## src/rtl/hwce_types.sv

```systemverilog
// Shared stream types for the HWCE datapath blocks.
package hwce_types;

  typedef struct packed {
    logic       sof;
    logic       eof;
    logic [1:0] user;
  } stream_flags_t;

  typedef enum logic [1:0] {
    WG_IDLE,
    WG_FILL,
    WG_RUN
  } wg_state_e;

endpackage

```

## src/rtl/hwce_window_gen_if.sv

```systemverilog
// Pixel-in / window-out stream handshake for hwce_window_gen.
interface hwce_window_gen_if #(
  parameter int CONV_WIDTH = 16,
  parameter int K          = 3
);
  import hwce_types::*;

  logic                                 valid_in;
  logic                                 ready_in;
  logic signed [CONV_WIDTH-1:0]         pixel_in;
  logic                                 last_in;
  stream_flags_t                        flags_in;
  logic                                 valid_out;
  logic                                 ready_out;
  logic [K*K-1:0][CONV_WIDTH-1:0]       x_window;
  stream_flags_t                        flags_out;

  modport slave (
    input  valid_in, pixel_in, last_in, flags_in, ready_out,
    output ready_in, valid_out, x_window, flags_out
  );

  modport master (
    output valid_in, pixel_in, last_in, flags_in, ready_out,
    input  ready_in, valid_out, x_window, flags_out
  );

endinterface

```

## src/rtl/hwce_linebuf.sv

```systemverilog
// One image row of storage; write and read share the column address.
module hwce_linebuf #(
  parameter  int W     = 16,
  parameter  int DEPTH = 64,
  localparam int AW    = $clog2(DEPTH)
) (
  input  logic          clk,
  input  logic          we,
  input  logic [AW-1:0] addr,
  input  logic [W-1:0]  wdata,
  output logic [W-1:0]  rdata
);

  logic [W-1:0] mem [DEPTH];

  always_ff @(posedge clk)
    if (we) mem[addr] <= wdata;

  // Old value is read out in the same cycle it is overwritten.
  assign rdata = mem[addr];

endmodule

```

## src/rtl/hwce_window_gen.sv

```systemverilog
// Sliding KxK window generator: K-1 line buffers feed a KxK shift window.
module hwce_window_gen import hwce_types::*; #(
  parameter int CONV_WIDTH = 16,
  parameter int K          = 3,
  parameter int MAX_W      = 64
) (
  input  logic                    clk,
  input  logic                    rst,
  input  logic                    enable,
  input  logic                    clear,
  input  logic [$clog2(MAX_W):0]  line_width,
  hwce_window_gen_if.slave        s
);

  localparam int AW = $clog2(MAX_W);
  localparam int LW = AW + 1;
  localparam int RW = $clog2(K);

  wg_state_e                      state_q, state_d;
  logic [LW-1:0]                  col_q, lw_q, lw_eff;
  logic [RW-1:0]                  row_q;
  logic                           valid_q;
  logic [K*K-1:0][CONV_WIDTH-1:0] win_q, win_d, x_q;
  stream_flags_t                  flags_q;
  logic [K-1:0][CONV_WIDTH-1:0]   col_data;
  logic [K-2:0][CONV_WIDTH-1:0]   lb_rd;
  logic                           accept, emit, col_end, row_full;

  assign s.ready_in  = enable & ~rst & ~clear & (s.ready_out | ~valid_q);
  assign accept      = s.valid_in & s.ready_in;
  // The first pixel of a frame must already see the new width.
  assign lw_eff      = (state_q == WG_IDLE) ? line_width : lw_q;
  assign col_end     = (col_q == lw_eff - LW'(1));
  assign row_full    = (row_q == RW'(K-1));
  assign emit        = accept & row_full & (col_q >= LW'(K-1));
  assign s.valid_out = valid_q & ~clear;
  assign s.x_window  = x_q;
  assign s.flags_out = flags_q;

  // Row 0 of the column is the oldest line; row K-1 is the live pixel.
  always_comb begin
    col_data = '0;
    col_data[K-1] = s.pixel_in;
    for (int i = 0; i < K-1; i++) col_data[i] = lb_rd[i];
  end

  for (genvar i = 0; i < K-1; i++) begin : g_lb
    hwce_linebuf #(.W(CONV_WIDTH), .DEPTH(MAX_W)) u_lb (
      .clk   (clk),
      .we    (accept),
      .addr  (col_q[AW-1:0]),
      .wdata (col_data[i+1]),
      .rdata (lb_rd[i])
    );
  end

  always_comb begin
    win_d = win_q;
    for (int r = 0; r < K; r++)
      for (int c = 0; c < K; c++)
        win_d[r*K+c] = (c == K-1) ? col_data[r] : win_q[r*K+c+1];
  end

  always_comb begin
    state_d = state_q;
    case (state_q)
      WG_IDLE: if (accept && !s.last_in) state_d = WG_FILL;
      WG_FILL: if (accept) begin
        if (s.last_in)                          state_d = WG_IDLE;
        else if (col_end && row_q == RW'(K-2))  state_d = WG_RUN;
      end
      WG_RUN:  if (accept && s.last_in) state_d = WG_IDLE;
      default: state_d = WG_IDLE;
    endcase
  end

  always_ff @(posedge clk) begin
    if (rst) begin
      state_q <= WG_IDLE;
      col_q   <= '0;
      row_q   <= '0;
      lw_q    <= '0;
      valid_q <= 1'b0;
      win_q   <= '0;
      x_q     <= '0;
      flags_q <= '0;
    end else if (clear) begin
      state_q <= WG_IDLE;
      col_q   <= '0;
      row_q   <= '0;
      valid_q <= 1'b0;
      x_q     <= '0;
      flags_q <= '0;
    end else if (enable) begin
      state_q <= state_d;
      if (state_q == WG_IDLE) lw_q <= line_width;
      if (accept) begin
        win_q <= win_d;
        if (s.last_in) begin
          col_q <= '0;
          row_q <= '0;
        end else if (col_end) begin
          col_q <= '0;
          if (!row_full) row_q <= row_q + RW'(1);
        end else begin
          col_q <= col_q + LW'(1);
        end
      end
      if (accept)           valid_q <= emit;
      else if (s.ready_out) valid_q <= 1'b0;
      if (emit) begin
        x_q     <= win_d;
        flags_q <= s.flags_in;
      end
    end
  end

endmodule

```

## src/flat_wrapper.sv

```systemverilog
// flat-port wrapper written by rule: the top's interface ports become plain ports
module hwce_window_gen_flat import hwce_types::*;
#(
  parameter int CONV_WIDTH = 16,
  parameter int K          = 3,
  parameter int MAX_W      = 64
)
  (clk, rst, enable, clear, line_width, s_valid_in, s_pixel_in, s_last_in, s_flags_in, s_ready_out, s_ready_in, s_valid_out, s_x_window, s_flags_out);
  hwce_window_gen_if #(.CONV_WIDTH(CONV_WIDTH), .K(K)) s_i ();
  input  logic clk;
  input  logic rst;
  input  logic enable;
  input  logic clear;
  input  logic [$clog2(MAX_W):0] line_width;
  input wire logic [$bits(s_i.valid_in)-1:0] s_valid_in;
  input wire logic [$bits(s_i.pixel_in)-1:0] s_pixel_in;
  input wire logic [$bits(s_i.last_in)-1:0] s_last_in;
  input wire logic [$bits(s_i.flags_in)-1:0] s_flags_in;
  input wire logic [$bits(s_i.ready_out)-1:0] s_ready_out;
  output wire logic [$bits(s_i.ready_in)-1:0] s_ready_in;
  output wire logic [$bits(s_i.valid_out)-1:0] s_valid_out;
  output wire logic [$bits(s_i.x_window)-1:0] s_x_window;
  output wire logic [$bits(s_i.flags_out)-1:0] s_flags_out;
  assign s_i.valid_in = s_valid_in;
  assign s_i.pixel_in = s_pixel_in;
  assign s_i.last_in = s_last_in;
  assign s_i.flags_in = s_flags_in;
  assign s_i.ready_out = s_ready_out;
  assign s_ready_in = s_i.ready_in;
  assign s_valid_out = s_i.valid_out;
  assign s_x_window = s_i.x_window;
  assign s_flags_out = s_i.flags_out;
  hwce_window_gen #(.CONV_WIDTH(CONV_WIDTH), .K(K), .MAX_W(MAX_W)) u_core (.clk(clk), .rst(rst), .enable(enable), .clear(clear), .line_width(line_width), .s(s_i));
endmodule
```

## config.mk

```make
export PLATFORM = sky130hd
export DESIGN_NAME = hwce_window_gen_flat
export DESIGN_NICKNAME = d
export VERILOG_FILES = /design/src/rtl/hwce_types.sv /design/src/rtl/hwce_window_gen_if.sv /design/src/rtl/hwce_linebuf.sv /design/src/rtl/hwce_window_gen.sv /design/src/flat_wrapper.sv
export SDC_FILE = /design/constraint.sdc
export NUM_CORES = 2
export LEC_CHECK = 0
export ABC_AREA = 1
export CAP_MARGIN = 40
export CORE_ASPECT_RATIO = 1.1
export CORE_MARGIN = 1.5
export CORE_UTILIZATION = 35
export DETAILED_ROUTE_END_ITERATION = 10
export PLACE_DENSITY_LB_ADDON = 0.25
export SYNTH_ARGS = -nofsm -noshare
export SYNTH_HDL_FRONTEND = slang
export SYNTH_SLANG_ARGS = --single-unit
```

## constraint.sdc

```tcl
create_clock -name clk -period 4.7 [get_ports clk]
set_input_delay 0.705 -clock clk [delete_from_list [all_inputs] [get_ports clk]]
set_output_delay 0.705 -clock clk [all_outputs]
set_load 0.01 [all_outputs]
```

* Word level (Yosys, flattened, before mapping) *
Memory sizes are Yosys's and may differ from the RTL's. A register that Yosys moved wholly into a read port is not among the register bits.
Index checks and enable logic that the tools add are counted.

word-level totals
  register bits after elaboration = 263
  bits in writable memories = 2,048
  memories kept = 2

memory list
  name                     words  width  read ports  clocked after Yosys merged registers in  write ports  RTL line            text
  u_core.g_lb[0].u_lb.mem  64     16     1           1                                        1            hwce_linebuf.sv:14  logic [W-1:0] mem [DEPTH];
  u_core.g_lb[1].u_lb.mem  64     16     1           1                                        1            hwce_linebuf.sv:14

operators by class
  add/subtract/negate cells = 3
  magnitude comparators = 1
  equal/unequal tests = 10
  muxes and demuxes = 20
  bitwise logic cells = 11
  reductions and logical operators = 15

operator list
  cell                                                                count
  2-to-1 mux 6 bit                                                    4
  2-to-1 mux 7 bit                                                    3
  2-to-1 mux 2 bit                                                    8
  AND reduction 2 bit                                                 4
  adder 7 x 1 -> 7 bit (second input constant)                        1
  AND 1 bit                                                           7
  equality test 7 bit                                                 1
  greater-or-equal comparator 7 x 2 -> 1 bit (second input constant)  1
  subtractor 7 x 1 -> 7 bit (second input constant)                   1
  != test 2 x 1 -> 1 bit (second input constant)                      3
  case mux 2 bit (3 select lines)                                     1
  AND reduction 5 bit                                                 1
  equality test 2 x 1 -> 1 bit (second input constant)                2
  equality test 2 bit (second input constant)                         2
  2-to-1 mux 1 bit                                                    4
  AND reduction 4 bit                                                 1
  nonzero test 2 bit                                                  2
  logical AND 1 bit                                                   3
  != test 3 x 2 -> 1 bit (second input constant)                      1
  NOT 1 bit                                                           3
  AND reduction 3 bit                                                 1
  adder 2 x 1 -> 2 bit (second input constant)                        1
  zero test 2 bit                                                     1
  != test 2 bit (second input constant)                               1
  other kinds (3)                                                     3

* Depth between registers and ports, before layout *
  depth in word-level cells = 9
  mapped depth = 18

* By module *
Synthesis repeated with hierarchy kept, for this count alone.

unflattened totals
  cell total of the unflattened synthesis = 9,675
  area total of the unflattened synthesis = 96,314.9 um^2

by module, submodules not included
  module           instances  cells an instance  area each (um^2)
  hwce_linebuf     2          4,240              43,249.0
  hwce_window_gen  1          1,195              9,816.9

* Worst setup path after synthesis *
No wires, ideal clock.

  path type = input to register
  from = input rst
  to = memory u_core.g_lb[0].u_lb.mem[10][0], enable pin
  library setup time = 0.421 ns
  arrival time = 3.171 ns
  required time = 4.279 ns
  path slack = 1.108 ns
  stages = 7
  path buffers = 2
  cell sequence = buf_2 > nor3_4 > nand2_2 > clkinv_2 > buf_2 > nand3_1 > nor2_1

on the way
  word-level cells in the longest chain between the ends = 7

RTL lines
  item                                    RTL line               text
  start: declaration                      flat_wrapper.sv:11     input logic rst;
  NOT 1 bit                               hwce_window_gen.sv:29  assign s.ready_in = enable & ~rst & ~clear & (s.ready_out | ~valid_q);
  AND 1 bit (3 in series)                 hwce_window_gen.sv:29
  via s_ready_in                          flat_wrapper.sv:20     output wire logic [$bits(s_i.ready_in)-1:0] s_ready_in;
  AND 1 bit                               hwce_window_gen.sv:30  assign accept = s.valid_in & s.ready_in;
  2-to-1 mux 1 bit                        hwce_linebuf.sv:17     if (we) mem[addr] <= wdata;
  2-to-1 mux 1 bit (implied by the code)  hwce_linebuf.sv:17
  end: declaration                        hwce_linebuf.sv:14

The timed path passes the listed nets, and every way through them passes these cells.

==> reports/qor.csv <==
metric,value,unit
clk_pin_slew,0.06,ns
power.density,395,nW/um2
fmax,255,MHz
hold_start,s_pixel_in[7],
hpwl,151000,um
remaining_drc_errors,0,
timing.final.hold_violations,0,
setup_tns,0,ns
fin_worst_skew,0.0690,ns
synth.most_common_cell,edfxtp_1,
cp-end-kind,register,
gp_congestion,0.828,
grt_setup_unrepaired,false,
io_pins,184,
final_nets,7529,
cts-root-buf,clkbuf_16,
start_util,35.2,%
holdBufCountCts,0,
insertion_delay,0.89,ns
die_area,261000,um2
fin_crit_sh,83.5,%
synth_area_leaders,"edfxtp_1 (68%), o21ai_0 (6.8%), dfxtp_1 (6.0%), nor2_1 (5.1%), o22ai_1 (3.5%)",
synth_edf_count,2048,
grt_overflow,0,
cts_buffer_depth,3,
vias,60483,
grt_pass1_vias,57282,
worst_pin_slew,1.24,ns
drv_slew,0,
cts_resized,0,
die_h,536,um
syn_nets,7417,
area_growth,15.5,%
h-tree-depth,4,
grt_max_degree,165,
numClockSinks,2317,
synthTopCellsByCount,"edfxtp_1 (2,048), o21ai_0 (1,221), nor2_1 (1,217), nand2_1 (684), o22ai_1 (512)",
port_buffers,183,
synthCells,7378,
synth_top_area_share,68.1,%
drive_above_1_share,8.68,%
async_reset_ff_share,0,%
detailed_place.area,96900,um2
fp.dieW,487,um
synth.cell_area,90300,um2
cts_made_buffers,231,
yosysTopAreaCell,edfxtp_1,
dr.pass1.iters,7,
yosys_warnings,0,
slew_headroom,17.5,%
status,"complete, no violations",
timing.final.crit_period,3.93,ns
startpoint_type,register,
final_antenna_net_count,0,
critPathMaxFanout,164,
finish.instance_area,104000,um2
grt_util_all_layers,20.7,%
cts_tree,yes,
ys_types,36,
synth_area_per_cell,12.2,um2
viasPerCell,5.43,
grt_antenna_before_repair,17,
cap_violations,0,
cp.arrival,4.51,ns
postCtsSetupBuffers,0,
synth-seq-cells,2317,
core,257000,um2
synth-main-ff-cell,edfxtp_1,
grt_pass1_wl,400000,um
yosysSeqAreaShare,74.0,%
hold_path_class,in -> reg,
finalSetupViolations,0,
row_count,195,
max-vdd-ir-drop,0.332,mV
wl_per_cell,25.0,um
required,5.28,ns
wl,278000,um
leakagePower,0.0344,uW
crit_type,reg -> reg,
drt_first_iter_violations,6344,
[critical path, stage by stage (launching register included)]
cell and delay [ns]:
dfxtp_4 0.64, clkinv_16 0.32, buf_12 0.45, buf_12 0.19, o21ai_0 0.22, o22ai_1 0.10, nand2_1 0.07, nand3_1 0.12
nand3_1 0.23, nand3_1 0.27, and2_4 0.37, buf_12 0.20
[logic make-up after synthesis]
| logic type | share of synthesized area, % |
|---|---|
| xor+xnor | 0.0388 |
| simple gates | 10.7 |
| fa+ha+maj | 0.0693 |
| compound gates | 11.6 |
| buf+inv | 3.48 |
| flops | 74.0 |
[final cells by class]
type | instances | area (um2)
flip-flops and latches | 2317 | 66900
repair buffers | 409 | 4220
fillers | 24148 | 152000
diodes | 4 | 10.0
multi-input cells | 4368 | 20800
clock buffers | 296 | 6070
clock inverters | 133 | 1350
well taps | 3447 | 4310
inverters | 163 | 673
[placed cells by master (no fill, tap or decap), drive strengths merged, types with 4 or more instances in the layout]
cell type      instances
edfxtp              2048
o21ai               1280
nor2                1218
nand2                689
o22ai                512
nand3                466
clkbuf               296
dfxtp                269
buf                  242
clkdlybuf4s50        167
inv                  167
a21oi                157
clkinv               104
bufinv                20
a211oi                15
and2                   8
nor3                   7
ha                     5
clkinvlp               5
diode                  4
nand4                  4
xor2                   4
[per-layer routing]
layer	share of wire, %	vias up	global-route usage [%]
li1	-	27091	-
met1	42	30686	28.5
met2	48	2301	34.0
met3	6.7	405	2.79
met4	3.0	0	6.46
met5	0	-	0
[metrics by stage]
stage / std cells / worst slack, ns / power, uW / util [%] / hold slack, ns
2_1_floorplan: 7378 / 1.11 / 23100 / - / 0.425
3_3_place_gp: 10698 / 0.634 / 23500 / 37.7 / 0.433
3_5_place_dp: 10704 / 0.663 / 23500 / 37.8 / 0.440
4_1_cts: 11133 / 0.812 / 41600 / 40.6 / 0.219
5_1_grt: 11133 / 0.711 / 42400 / 40.6 / 0.261
6_report: 11137 / 0.775 / 41300 / 40.6 / 0.238
[report_power, final]
part	internal, uW	total (uW)	switching [uW]
clock	10200	18200	7950
sequential	22300	22400	21.9
combinational	154	731	577
[registers in the layout (all words and copies together) (netlist names), named ones only]
register / flops
u_core.g_lb.u_lb.mem: 2048
u_core.win_d: 96
u_core.col_q: 7
u_core.state_q: 2
u_core.row_q: 2
u_core.s.flags_out: 4
u_core.lw_q: 7
u_core.s.x_window: 144
u_core.valid_q: 1
[worst paths after layout]
path	depth (start not counted)	slack (ns)	to
worst max-delay path	11	0.77	u_core.g_lb[0].u_lb.mem[20][14]
worst min register to register	2	0.44	u_core.s.x_window[58]
worst max register to register	11	0.77	u_core.g_lb[0].u_lb.mem[20][14]
worst min-delay path	3	0.24	u_core.win_d[119]
Note: power is estimated with default switching activity, not from simulation.
